==> src/rtl/lsu_sequencer.sv <==
// lsu_sequencer
//   Load/store sequencer between the execute stage and a 32-bit word data bus.
//   Takes one byte/half/word access at a time, splits word-crossing accesses
//   into two aligned beats, generates lane write enables, and merges plus
//   sign-extends read data.
//
// Parameters
//   MISALIGNED_EN  1: split word-crossing accesses into two beats; 0: fault them
//   TIMEOUT        max wait cycles per beat (8-bit counter); 0 disables timeout
//
// Ports
//   i_clk, i_rst_n                 clock, asynchronous active-low reset
//   i_req, i_we, i_addr, i_length, access request (sampled when not busy):
//   i_signed_rd, i_data_wr           store/load, byte address, size, sign, data
//   o_busy                         access in progress, new requests dropped
//   o_done, o_fault                one-cycle completion pulse and its fault flag
//   o_data_rd                      load result, held until the next o_done
//   o_bus_valid, o_bus_addr,       bus beat request, word address,
//   o_bus_we, o_bus_data_wr          lane write enables, lane-placed store data
//   i_bus_ready, i_bus_data_rd     beat completion and read word
module lsu_sequencer #(
  parameter bit          MISALIGNED_EN = 1'b1,
  parameter int unsigned TIMEOUT       = 255
) (
  input  logic        i_clk,
  input  logic        i_rst_n,
  input  logic        i_req,
  input  logic        i_we,
  input  logic [31:0] i_addr,
  input  logic [1:0]  i_length,
  input  logic        i_signed_rd,
  input  logic [31:0] i_data_wr,
  output logic        o_busy,
  output logic        o_done,
  output logic        o_fault,
  output logic [31:0] o_data_rd,
  output logic        o_bus_valid,
  output logic [31:0] o_bus_addr,
  output logic [3:0]  o_bus_we,
  output logic [31:0] o_bus_data_wr,
  input  logic        i_bus_ready,
  input  logic [31:0] i_bus_data_rd
);

  typedef enum logic [1:0] {IDLE, BEAT0, BEAT1, RESP} state_t;

  localparam bit         TO_EN   = (TIMEOUT != 0);
  localparam logic [7:0] TO_LAST = 8'(TIMEOUT - 1);

  // Lane mask over two consecutive words: bits [3:0] first word, [7:4] second.
  function automatic logic [7:0] lane_mask(input logic [1:0] len, input logic [1:0] s);
    logic [7:0] m;
    case (len)
      2'd0:    m = 8'b0000_0001;
      2'd1:    m = 8'b0000_0011;
      default: m = 8'b0000_1111;
    endcase
    return m << s;
  endfunction

  function automatic logic [31:0] rotl32(input logic [31:0] d, input logic [1:0] s);
    case (s)
      2'd0:    return d;
      2'd1:    return {d[23:0], d[31:24]};
      2'd2:    return {d[15:0], d[31:16]};
      default: return {d[7:0],  d[31:8]};
    endcase
  endfunction

  function automatic logic [31:0] rotr32(input logic [31:0] d, input logic [1:0] s);
    case (s)
      2'd0:    return d;
      2'd1:    return {d[7:0],  d[31:8]};
      2'd2:    return {d[15:0], d[31:16]};
      default: return {d[23:0], d[31:24]};
    endcase
  endfunction

  state_t      state_q, state_d;
  logic [1:0]  s_q, len_q;
  logic        we_q, sgn_q, fault_q;
  logic [7:0]  cnt_q;
  logic [31:0] merge_q, merge_d, aligned, load_res;
  logic [7:0]  in_mask, q_mask;
  logic [3:0]  beat_lanes;
  logic        accept, in_bad, q_cross, timed_out;

  assign accept    = i_req && (state_q == IDLE || state_q == RESP);
  assign in_mask   = lane_mask(i_length, i_addr[1:0]);
  assign in_bad    = (i_length == 2'd3) || (!MISALIGNED_EN && (in_mask[7:4] != 4'b0000));
  assign q_mask    = lane_mask(len_q, s_q);
  assign q_cross   = (q_mask[7:4] != 4'b0000);
  assign timed_out = TO_EN && !i_bus_ready && (cnt_q == TO_LAST);

  // State register
  always_ff @(posedge i_clk or negedge i_rst_n) begin
    if (!i_rst_n) state_q <= IDLE;
    else          state_q <= state_d;
  end

  // Next-state logic
  always_comb begin
    state_d = state_q;
    case (state_q)
      IDLE, RESP: begin
        if (accept) state_d = in_bad ? RESP : BEAT0;
        else        state_d = IDLE;
      end
      BEAT0: begin
        if (i_bus_ready)    state_d = q_cross ? BEAT1 : RESP;
        else if (timed_out) state_d = RESP;
      end
      BEAT1: begin
        if (i_bus_ready || timed_out) state_d = RESP;
      end
      default: state_d = IDLE;
    endcase
  end

  // Output decode of the state register
  always_comb begin
    o_busy      = (state_q == BEAT0) || (state_q == BEAT1);
    o_bus_valid = o_busy;
    o_done      = (state_q == RESP);
    o_fault     = (state_q == RESP) && fault_q;
  end

  // Read merge: the current beat's lanes overwrite the merge register.
  always_comb begin
    beat_lanes = (state_q == BEAT1) ? q_mask[7:4] : q_mask[3:0];
    merge_d    = merge_q;
    for (int unsigned i = 0; i < 4; i++) begin
      if (beat_lanes[i]) merge_d[8*i +: 8] = i_bus_data_rd[8*i +: 8];
    end
  end

  always_comb begin
    aligned = rotr32(merge_d, s_q);
    case (len_q)
      2'd0:    load_res = {{24{sgn_q & aligned[7]}},  aligned[7:0]};
      2'd1:    load_res = {{16{sgn_q & aligned[15]}}, aligned[15:0]};
      default: load_res = aligned;
    endcase
  end

  // Datapath: request latch, bus beat registers, timeout counter, load result.
  always_ff @(posedge i_clk or negedge i_rst_n) begin
    if (!i_rst_n) begin
      s_q           <= '0;
      len_q         <= '0;
      we_q          <= 1'b0;
      sgn_q         <= 1'b0;
      fault_q       <= 1'b0;
      cnt_q         <= '0;
      merge_q       <= '0;
      o_data_rd     <= '0;
      o_bus_addr    <= '0;
      o_bus_we      <= '0;
      o_bus_data_wr <= '0;
    end else begin
      case (state_q)
        IDLE, RESP: begin
          if (accept) begin
            s_q     <= i_addr[1:0];
            len_q   <= i_length;
            we_q    <= i_we;
            sgn_q   <= i_signed_rd;
            fault_q <= in_bad;
            cnt_q   <= '0;
            if (!in_bad) begin
              o_bus_addr    <= {i_addr[31:2], 2'b00};
              o_bus_we      <= i_we ? in_mask[3:0] : 4'b0000;
              o_bus_data_wr <= rotl32(i_data_wr, i_addr[1:0]);
            end
          end
        end
        BEAT0, BEAT1: begin
          if (i_bus_ready) begin
            merge_q <= merge_d;
            cnt_q   <= '0;
            if (state_d == BEAT1) begin
              // Second word wraps naturally from 0xFFFFFFFC to 0.
              o_bus_addr <= o_bus_addr + 32'd4;
              o_bus_we   <= we_q ? q_mask[7:4] : 4'b0000;
            end else if (!we_q) begin
              o_data_rd <= load_res;
            end
          end else if (timed_out) begin
            fault_q <= 1'b1;
          end else begin
            cnt_q <= cnt_q + 8'd1;
          end
        end
        default: ;
      endcase
    end
  end

endmodule

==> config.mk <==
export PLATFORM = sky130hd
export DESIGN_NAME = lsu_sequencer
export DESIGN_NICKNAME = d
export VERILOG_FILES = /design/src/rtl/lsu_sequencer.sv
export SDC_FILE = /design/constraint.sdc
export NUM_CORES = 1
export LEC_CHECK = 0
export ABC_AREA = 1
export BUFFER_PORTS_ARGS = -buffer_cell sky130_fd_sc_hd__buf_2
export CAP_MARGIN = 25
export CELL_PAD_IN_SITES_DETAIL_PLACEMENT = 0
export CELL_PAD_IN_SITES_GLOBAL_PLACEMENT = 1
export CORE_UTILIZATION = 43
export CTS_CLUSTER_DIAMETER = 80
export DETAILED_ROUTE_END_ITERATION = 16
export GPL_TIMING_DRIVEN = 0
export PLACE_DENSITY = 0.95
export SLEW_MARGIN = 30
export SYNTH_ARGS = -nofsm -noshare
export SYNTH_HDL_FRONTEND = slang
export SYNTH_SLANG_ARGS = --single-unit
==> constraint.sdc <==
create_clock -name i_clk -period 3.4 [get_ports i_clk]
set_input_delay 0 -clock i_clk [delete_from_list [all_inputs] [get_ports i_clk]]
set_output_delay 0 -clock i_clk [all_outputs]
set_load 0.02 [all_outputs]
# Word-level counts from Yosys, hierarchy flattened
# Cells that the tools add are included.
[word_totals]
register_bits = 149
output_inout_bits = 104
wordCells = 99
[op_classes]
n_addsub = 2
n_eq_ne = 19
n_shift = 2
muxes = 37
bitwise = 5
reduce_logical = 22
[op_table]
columns = ["cell", "n"]
rows = [
  ["case mux 32 bit (3 select lines)", 2],
  ["2-to-1 mux 32 bit", 4],
  ["case mux 32 bit (2 select lines)", 2],
  ["2-to-1 mux 8 bit", 7],
  ["adder 32 x 3 -> 32 bit, second input constant", 1],
  ["2-to-1 mux 4 bit", 7],
  ["case mux 4 bit (2 select lines)", 3],
  ["case mux 8 bit (2 select lines)", 1],
  ["equality test 2 bit, second input constant", 6],
  ["!= test 2 bit, second input constant", 6],
  ["equality test 2 x 1 -> 1 bit, second input constant", 5],
  ["logical NOT 2 bit", 5],
  ["2-to-1 mux 2 bit", 5],
  ["adder 8 x 1 -> 8 bit, second input constant", 1],
  ["equality test 8 bit, second input constant", 1],
  ["AND reduction 4 bit", 2],
  ["<< shifter 8 x 2 -> 4 bit", 1],
  ["<< shifter 8 x 2 -> 8 bit", 1],
  ["case mux 2 bit (3 select lines)", 1],
  ["AND reduction 2 bit", 3],
  ["AND reduction 3 bit", 2],
  ["2-to-1 mux 1 bit", 4],
  ["nonzero test 4 bit", 1],
  ["OR reduction 2 bit", 2],
  ["7 further kinds", 14],
]

# Longest topological paths before layout
# Gate-level depths: netlist of run 1.
[logic_depth]
ltp_word = 11
depth_mapped = 16

# Worst setup path before layout of run 1
# Ideal clock, no wire load.
[synth_timing]
path_kind = "register to register"
from = "register state_q[0]"
to = "register o_data_rd[24]"
setup_ps = 118
arrival_ps = 1894
required_ps = 3282
path_slack_ps = 1388
path_stages_with_launch = 14
path_cell_list = "dfrtp_1 -> inv_1 -> ha_1 -> buf_2 -> inv_2 -> buf_2 -> nand4_1 -> nand3_1 -> nand4_4 -> nand2_4 -> nand2_4 -> buf_12 -> nor2_4 -> nor2_2"
[synth_via]
elab_chain_cells = 8
[synth_lines]
columns = ["element", "line", "source"]
rows = [
  ["start, declared", "79", "state_t state_q, state_d;"],
  ["start signal, assigned", "98", "else state_q <= state_d;"],
  ["equality test 2 bit or logical NOT 2 bit (tied branches)", "88, 104", ""],
  ["logical OR 1 bit", "88", "assign accept = i_req && (state_q == IDLE || state_q == RESP);"],
  ["logical AND 1 bit", "88", ""],
  ["2-to-1 mux 2 bit", "106", "if (accept) state_d = in_bad ? RESP : BEAT0;"],
  ["case mux 2 bit (3 select lines)", "104", "case (state_q)"],
  ["equality test 2 bit", "181", "if (state_d == BEAT1) begin"],
  ["NOT 1 bit (no line)", "--", ""],
  ["AND reduction 4 bit (no line)", "--", ""],
  ["end signal, assigned", "186", "o_data_rd <= load_res;"],
  ["end, declared", "36", "output logic [31:0] o_data_rd,"],
]
# Parallel ways exist; a longest one is shown, timed or not.
# A chain may end at the register's enable or synchronous reset.

# Worst setup path in the final report of run 1
[layout_timing]
from = "register state_q[0]"
to = "register o_bus_data_wr[27]"
[layout_via]
elab_chain_cells = 4
[layout_lines]
columns = ["element", "line", "source"]
rows = [
  ["equality test 2 bit or logical NOT 2 bit (tied branches)", "88, 161", ""],
  ["logical OR 1 bit", "88", ""],
  ["logical AND 1 bit", "88", ""],
  ["AND reduction 3 bit (no line) *", "--", ""],
  ["end signal, assigned", "173", "o_bus_data_wr <= rotl32(i_data_wr, i_addr[1:0]);"],
  ["end, declared", "40", "output logic [31:0] o_bus_data_wr,"],
]
# Mark *: on every way between the ends. The rest lies on a longest branch, timed or not.

==> impl_results.md, run 1 <==
- I/O pin total: 208
- Min-Delay Path Class: in2reg
- Via Count: 10442
- Worst setup SP type: flop
- DRT iter0 DRCs: 769
- Avg Synthesized Cell Area: 7.157 um2
- Number of flops mapped to enable cells by yosys: 0
- Most common cell in the netlist: nand2_1
- PortBufs: 205
- TritonCTS buffer count: 17
- Met2 Use GR: 0.4747
- CP Class: reg2reg
- Worst path bufs/invs: 6
- Largest net degree at the start of global routing: 76
- Synth cell types: 46
- CTS clk-pin slew, worst paths: 0.07 ns
- Worst path arrival time: 3.44 ns
- TritonRoute pass-1 iters: 5
- Die Y: 152.9 um
- First-pass GRT wire length: 54490 um
- RePlAce Congestion: 0.9450
- Synth Instances: 1368
- Die footprint: 0.02338 mm2
- Hold violation count in the final report: 0
- Post-DP HPWL: 24470 um
- Power per cell area: 1071 mW/mm2
- Fmax: 320.1 MHz
- CTS Buffer Depth: 2
- Main synth FF type: dfrtp_1
- CP max stage delay: 0.58 ns
- IR Drop Worst-Case VDD: 0.5023 mV
- CTS tree: built
- H-tree levels: 4
- Met1 usage: 0.3923
- Largest area contributor in the netlist: dfrtp_1
- Starting Density: 0.4431
- # Max-Cap Violations: 0
- GRT Util Overall: 0.2940
- Slowest cell on crit path: dlygate4sd3_1
- Register area share after synthesis: 0.3757
- Ratio of final minimum period to clock period: 0.9190
- Post-CTS sizing: 0
- Top post-synthesis cells by count: 458 x nand2_1, 147 x dfrtp_1, 132 x inv_1
- Crit-path max FO: 10
- Worst Tran Pin Value: 0.7562 ns
- Outcome: finished clean
- Flops & latches, synth: 147
- Count of final setup violators: 0
- Max-slew violations: 0
- Layout cells sized above 1: 0.2076
- Worst setup margin: 0.2756 ns
- Clock Latency Late Sink: 0.43 ns
- Leakage power: 6.434 nW
- Met3 Use GR: 0.06323
- Die width: 152.9 um
- RSZ-0062 raised after global routing: no
- Worst R2R Setup Slack: 0.28 ns
- Skew final: 0.009451 ns
- Dpl ws: 0.8255 ns
- CP top delay family: buffers and inverters
- Vias per cell: 5.258
- Row cnt: 54
- Syn. warnings: 0
- DR WL/cell: 16.79 um
- Area growth syn-to-layout: 31.22%
- Max-Slew Margin vs Limit: 0.4940
- Count of nets after finishing: 1803
- Vias in the first global route: 10314
- Root buf cell: clkbuf_16
- Busiest grt layer: met2
- DRC Markers: 0
- Synth top area cells: dfrtp_1 38%, nand2_1 18%, o21ai_0 5.5%
- Yosys top cell area share: 0.3757
- Initial antenna violation count: 1
- Post-synthesis async set-or-reset flop share: 1.000
- Post-route ant nets: 0
- Hold_buf cts: 99
- Required time worst endpoint: 3.71 ns
- Core box area: 0.02209 mm2
- Period minus WS final: 3.124 ns
- Post-CTS Setup Inserts: 0
- WL final: 33350 um
- Critical path endpoint category: flop
- Clock sink count: 147
- Sequence of cells on the critical path: inv_1 > ha_1 > buf_2 > nand2_1 > inv_1 > nand2_1 > clkbuf_1 > clkinv_1 > nor2_1 > a41oi_1 > dlygate4sd3_1
- Synthesized area: 0.009791 mm2
- GRT overflow: 0
- Setup_tns: 0 ns
## kinds of logic (layout without fill, tap and decap cells)
| family | count (synthesis) | after routing | share of synthesized area |
|---|---|---|---|
| flip-flops | 147 | 147 | 0.3757 |
| buffers and inverters | 203 | 539 | 0.08946 |
| AND/OR/NAND/NOR | 748 | 748 | 0.3424 |
| adder cells (fa/ha/maj) | 6 | 6 | 0.007668 |
| other | 1 | 3 | 0.0003830 |
| XOR/XNOR | 23 | 23 | 0.02057 |
| multiplexers | 21 | 21 | 0.02147 |
| AO/OA/AOI/OAI | 219 | 219 | 0.1424 |
## registers in the layout, summed over array words and instances, names as in the netlist
name / cells
merge_q: 32
len_q: 2
o_data_rd: 32
we_q: 1
o_bus_we: 4
o_bus_data_wr: 32
fault_q: 1
cnt_q: 8
o_bus_addr: 30
s_q: 2
state_q: 2
sgn_q: 1
## power by group
part / leakage [nW] / switching (mW) / total (mW) / internal (mW)
clock network: 0.314 / 0.790 / 2.11 / 1.32
logic: 4.30 / 5.65 / 8.48 / 2.83
registers: 1.82 / 0.611 / 3.17 / 2.56
total: 6.43 / 7.05 / 13.8 / 6.72
## per-stage QoR
step / cell area [um2] / std cells / total power, mW / hold WS, ns / util
after global placement: 11170 / 1854 / 11.24 / 0.2105 / 0.5056
after CTS: 12840 / 1985 / 13.72 / 0.01470 / 0.5814
final: 12850 / 1986 / 13.76 / 0.03087 / 0.5815
after global routing: 12850 / 1986 / 14.83 / 0.05113 / 0.5815
after floorplan: 9794 / 1369 / 8.912 / -0.2956 / -
after detailed placement: 11210 / 1855 / 11.38 / 0.02438 / 0.5073
## cell type report
class,instances,area [um2]
Fill cell,2108,9246
Multi-Input combinational cell,1019,5240
Sequential cell,147,3679
Timing Repair Buffer,305,2054
Inverter,140,525.5
Clock buffer,19,442.9
Buffer,63,350.3
Tap cell,280,350.3
Clock inverter,12,202.7
Antenna cell,1,2.502
## cells in the final DEF (no fill, tap or decap), drive strengths merged, types with 21 or more instances in the layout
| cell | instances |
|---|---|
| buf | 236 |
| mux2i | 21 |
| clkbuf | 52 |
| nand2 | 477 |
| a221oi | 24 |
| dfrtp | 147 |
| o21ai | 144 |
| nor2 | 124 |
| dlygate4sd3 | 99 |
| nand3 | 85 |
| inv | 141 |
## worst paths after layout
check / to / start / cells after the start
worst max-delay path: o_bus_data_wr[27] / state_q[0] / 11
worst min-delay path: sgn_q / i_req / 4
worst max register to register: o_bus_data_wr[27] / state_q[0] / 11
worst min register to register: o_data_rd[7] / o_data_rd[7] / 2
max in group asynchronous: o_data_rd[13] / i_rst_n / 3
min in group asynchronous: cnt_q[3] / i_rst_n / 2
## tightest hold or removal path: stages
cell and delay, ns:
buf_2 0.11, nand2_1 0.07, inv_1 0.14, o21ai_0 0.09
## metal layers
layer | vias up | routed length, um
li1 | 5096 | -
met4 | 0 | 689
met1 | 4838 | 14770
met2 | 450 | 15290
met5 | - | 0
met3 | 58 | 2596
Note: power is estimated with default switching activity, not from simulation.
==> run 2, diff against run 1 <==
==> constraint.sdc (replaced) <==
create_clock -name i_clk -period 3.4 [get_ports i_clk]
set_input_delay 0.34 -clock i_clk [delete_from_list [all_inputs] [get_ports i_clk]]
set_output_delay 0.34 -clock i_clk [all_outputs]
set_load 0.02 [all_outputs]
==> impl_results.md, run 2 (same netlist as run 1, synthesis figures left out) <==
- Die footprint: 0.02338 mm2
- Skew final: 0.009863 ns
- DRC Markers: 0
- Clock Latency Late Sink: 0.43 ns
- Starting Density: 0.4431
- Area growth syn-to-layout: 21.23%
- CTS Buffer Depth: 2
- I/O pin total: 208
- Hold violation count in the final report: 0
- Post-route ant nets: 0
- CP startpoint: state_q[0]
- Clock sink count: 147
- Fmax: 359.0 MHz
- CP dominant cell by count: buf_2
- Max-Slew Margin vs Limit: 0.5140
- Ratio of final minimum period to clock period: 0.8194
- CTS clk-pin slew, worst paths: 0.06 ns
- Die width: 152.9 um
- Worst setup SP type: flop
- Vias per cell: 5.308
- Layout cells sized above 1: 0.2203
- GRT Util Overall: 0.2827
- GRT overflow: 0
- Leakage power: 6.033 nW
- H-tree levels: 4
- Largest net degree at the start of global routing: 76
- IR Drop Worst-Case VDD: 0.4887 mV
- Die Y: 152.9 um
- Commonest non-fill, non-tap cell in the layout: nand2_1
- Row cnt: 54
- RePlAce Congestion: 0.9450
- Min-Delay Path Class: in2reg
- Count of final setup violators: 0
- WL final: 32130 um
- Max-slew violations: 0
- Initial antenna violation count: 2
- RSZ-0062 raised after global routing: no
- Commonest cells after routing, fill and taps aside: 458 x nand2_1, 213 x buf_2, 147 x dfrtp_1
- CP Class: reg2out
- Worst hold start: i_signed_rd
- PortBufs: 205
- Worst path bufs/invs: 6
- Core box area: 0.02209 mm2
- Biggest regs: merge_q: 32 flops, o_bus_data_wr: 32 flops, o_data_rd: 32 flops
- CP top delay family: buffers and inverters
- Outcome: finished clean
- Count of nets after finishing: 1705
- Slowest cell on crit path: clkbuf_1
- Placed cell areas: 0.01121 mm2
- Period minus WS final: 2.786 ns
- DRT iter0 DRCs: 714
- R2r startpoint: state_q[0]
- Crit-path max FO: 11
- Worst path arrival time: 2.45 ns
- TritonCTS buffer count: 17
- CP max stage delay: 0.57 ns
- Root buf cell: clkbuf_16
- First-pass GRT wire length: 52210 um
- Worst Tran Pin Value: 0.7264 ns
- Post-DP HPWL: 24470 um
- Hold WS: 0.1268 ns
- Critical path endpoint category: output port
- Setup_tns: 0 ns
- TritonRoute pass-1 iters: 5
- Power per cell area: 1142 mW/mm2
- Via Count: 10026
- Required time worst endpoint: 3.06 ns
- Vias in the first global route: 9694
- DR WL/cell: 17.01 um
- Post-route cell area: 0.01187 mm2
- Sequence of cells on the critical path: inv_1 > ha_1 > buf_2 > inv_2 > clkbuf_1 > buf_4 > buf_2
- # Max-Cap Violations: 0
- CTS tree: built
==> run 2: cell types whose count changed in the layout (fill, tap and decap cells not counted) <==
cell,change
dlygate4sd3_1,-98
diode_2,+1
==> run 2: area by class of cell <==
type | count | area, um2
repair buffers | 207 | 1074
inverters | 140 | 525.5
plain buffers | 63 | 350.3
well taps | 280 | 350.3
fillers | 2225 | 10220
clock inverters | 12 | 202.7
diodes | 2 | 5.005
flip-flops and latches | 147 | 3679
multi-input cells | 1019 | 5240
clock buffers | 19 | 442.9
==> run 2: worst paths after layout <==
path | cells past startpoint | slack (ns) | endpoint
worst max-delay path | 7 | 0.61 | o_busy
worst min-delay path | 3 | 0.13 | sgn_q
max in group asynchronous | 3 | 2.11 | o_bus_data_wr[10]
min in group asynchronous | 2 | 0.49 | cnt_q[3]
worst min register to register | 2 | 0.47 | o_data_rd[7]
worst max register to register | 11 | 0.84 | o_data_rd[2]
==> run 2: what timing repair did <==
action / CTS / global route
hold buffers: 1 / 0
endpoints found under the hold margin: 72 / 0
gates resized for setup: 0 / 0
setup buffers: 0 / 0
==> run 2: worst reg2reg max path: stages (launching register included) <==
cell,delay (ns)
dfrtp_1,0.37
inv_1,0.07
ha_1,0.28
buf_2,0.17
nor2_1,0.27
inv_1,0.22
nor2_1,0.14
inv_1,0.08
nor2_4,0.20
buf_1,0.39
o21ai_0,0.20
nand2_1,0.10
==> run 2: where the power goes <==
| group | internal (mW) | leakage (nW) | switching, mW | total (mW) |
|---|---|---|---|---|
| Clock | 1.32 | 0.314 | 0.790 | 2.11 |
| Combinational | 2.68 | 3.90 | 5.60 | 8.28 |
| Sequential | 2.56 | 1.82 | 0.607 | 3.17 |
==> run 2: routing by layer <==
layer	wire length, um	vias up	GRT usage	part of all wire
met2	14320	428	0.4450	0.45
li1	-	4903	-	-
met4	765	0	0.09139	0.024
met3	2596	55	0.06663	0.081
met1	14440	4640	0.3830	0.45
met5	0	-	0	0
==> run 2: per-stage QoR <==
step	power [mW]	std cells	setup WS, ns	utilization
after detailed placement	11.38	1855	0.8255	0.5073
after global placement	11.24	1854	-0.3104	0.5056
after floorplan	8.912	1369	1.388	-
final	13.56	1889	0.6141	0.5372
after CTS	13.55	1887	0.5652	0.5370
after global routing	14.61	1888	0.4366	0.5371
==> run 3, diff against run 2 <==
- ABC_AREA: 1 -> 0
- CORE_UTILIZATION: 43 -> 38
- PLACE_DENSITY: 0.95 -> 0.88
- clock period: 3.4 -> 2.5 ns (I/O delays scaled with it)
==> impl_results.md, run 3 <==
- Ratio of final minimum period to clock period: 1.018
- Leakage power: 5.492 nW
- DRT iter0 DRCs: 519
- Die footprint: 0.02346 mm2
- Synthesized area: 0.008682 mm2
- Die Y: 153.2 um
- Reg2reg path depth: 8
- Post-route ant nets: 0
- CTS tree: built
- Outcome: finished with violations
- Count of final setup violators: 11
- Top post-synthesis cells by count: 153 x nand2_1, 147 x dfrtp_1, 52 x a21oi_1
- Period minus WS final: 2.544 ns
- Row cnt: 54
- Sequence of cells on the critical path: inv_2 > ha_4 > or2_4 > o221ai_4 > buf_12 > mux2_4 > mux4_2 > mux2_4
- Layout cells sized above 1: 0.4246
- Post-synthesis async set-or-reset flop share: 1.000
- Util after Layout: 0.5183
- Main synth FF type: dfrtp_1
- Worst path arrival time: 2.86 ns
- Most common cell in the netlist: nand2_1
- Biggest regs: merge_q: 32 flops, o_bus_data_wr: 32 flops, o_data_rd: 32 flops
- Synth Instances: 844
- IR Drop Worst-Case VDD: 0.6032 mV
- Via Count: 7937
- I/O pin total: 208
- Finished Layout Cells: 1389
- WL final: 27230 um
- First-pass GRT wire length: 42870 um
- DRC Markers: 0
- Largest area contributor in the netlist: dfrtp_1
- Root buf cell: clkbuf_16
- PortBufs: 203
- Crit Reg-Reg Endpoint: o_data_rd[4]
- Setup_tns: -0.2763 ns
- CP max stage delay: 0.47 ns
- Clock sink count: 147
- Die width: 153.2 um
- Clock Latency Late Sink: 0.44 ns
- H-tree levels: 4
- Area growth syn-to-layout: 31.91%
- Largest net degree at the start of global routing: 75
- Initial antenna violation count: 4
- Cells after DPL: 1329
- Post-DP HPWL: 19470 um
- R2r startpoint: state_q[0]
- Failing checks: negative setup slack
- Commonest non-fill, non-tap cell in the layout: buf_2
- Avg Synthesized Cell Area: 10.29 um2
- CP Class: reg2reg
- Worst setup SP type: flop
- Number of flops mapped to enable cells by yosys: 0
- RePlAce Congestion: 0.8690
- CP top delay family: multiplexers
- Critical path endpoint category: flop
- Syn. warnings: 0
- Worst R2R Setup Slack: -0.04 ns
- CTS clk-pin slew, worst paths: 0.08 ns
- CP dominant cell by count: mux2_4
- Vias in the first global route: 7790
- Hold WS: 0.03993 ns
- Register area share after synthesis: 0.4237
- Synth cell types: 71
- Min-Delay Path Class: in2reg
- # Max-Cap Violations: 0
- Synth top area cells: dfrtp_1 42%, mux4_2 12%, nand2_1 6.6%
- Power per cell area: 1557 mW/mm2
- Hold Path Depth: 2
- Slowest cell on crit path: mux4_2
- Post-route cell area: 0.01145 mm2
- Hold violation count in the final report: 0
- Worst setup margin: -0.04424 ns
- Yosys top cell area share: 0.4237
- Vias per cell: 5.714
- CP endpoint: o_data_rd[4]
- Stages on worst setup path: 8
- Crit-path max FO: 8
- CP startpoint: state_q[0]
- Starting Density: 0.3930
- Worst Tran Pin Value: 0.7691 ns
- RSZ-0062 raised after global routing: yes
- Skew final: 0.01634 ns
- GRT overflow: 0
- GRT Util Overall: 0.2341
- Max-Slew Margin vs Limit: 0.4873
- Required time worst endpoint: 2.82 ns
- Core box area: 0.02209 mm2
- Flops & latches, synth: 147
- Worst path bufs/invs: 2
- DR WL/cell: 19.60 um
- Commonest cells after routing, fill and taps aside: 207 x buf_2, 150 x nand2_1, 146 x dfrtp_1
- Fmax: 393.0 MHz
- CTS Buffer Depth: 2
- TritonCTS buffer count: 17
- Max-slew violations: 0
- Count of nets after finishing: 1204
- TritonRoute pass-1 iters: 5
- Placed cell areas: 0.01011 mm2
-- run 3: cell types whose count changed in the layout (fill, tap and decap cells not counted), sizes merged, moves of 22 or more --
cell	change
a21oi	+38
a221oi	-22
buf	+24
inv	-102
mux2	+52
mux4	+46
nand2	-322
nand3	-66
nor2	-75
o21ai	-112
-- run 3: metal layers --
layer  wire length [um]  track usage  vias up
met2              13200       0.3727      319
met1              11580       0.3107     3951
met5                 17            0        -
met4                783      0.09620        2
met3               1652      0.04877       57
li1                   -            -     3608
-- run 3: how the worst min path moves through the flow --
stage / end / slack [ns] / start
2_1_floorplan: cnt_q[0] / -0.05 / i_rst_n
3_3_place_gp: o_bus_data_wr[5] / 0.45 / o_bus_data_wr[5]
3_5_place_dp: o_data_rd[28] / 0.26 / i_rst_n
4_1_cts: o_bus_addr[14] / 0.03 / i_addr[14]
5_1_grt: o_bus_addr[14] / 0.04 / i_addr[14]
6_report: o_bus_addr[14] / 0.04 / i_addr[14]
-- run 3: cell type report --
type | instances | area, um2
sequential | 147 | 3680
multi-input combinational | 611 | 5081
clock inverter | 15 | 157.7
buffer | 53 | 315.3
inverter | 28 | 105.1
fill | 1962 | 10640
tap | 280 | 350.3
clock buffer | 17 | 425.4
timing repair buffer | 236 | 1333
antenna | 2 | 5.005
-- run 3: logic make-up after synthesis --
kind of cell | after synthesis | share of synthesized area
adder cells (fa/ha/maj) | 6 | 0.008647
AND/OR/NAND/NOR | 287 | 0.1489
multiplexers | 123 | 0.2186
other | 1 | 0.0004319
flip-flops | 147 | 0.4237
buffers and inverters | 87 | 0.04482
AO/OA/AOI/OAI | 188 | 0.1499
XOR/XNOR | 5 | 0.005045
-- run 3: power by group --
group	switching (mW)	internal [mW]	total, mW
logic	6.26	4.67	10.9
registers	0.823	3.49	4.31
clock network	1.17	1.42	2.59
-- run 3: stage by stage --
step | setup slack [ns] | total power [mW]
detailed placement | -0.8340 | 13.39
floorplan | -0.01803 | 10.59
CTS | -0.04948 | 16.91
global placement | -1.078 | 13.16
finish | -0.04424 | 17.84
global route | -0.1162 | 18.89
-- run 3: repair_timing --
item,CTS,global route
endpoints found under the hold margin,73,0
hold buffers,1,0
endpoints found under the setup margin,105,92
pin swaps,17,25
resized for setup,62,66
buffers inserted,16,15
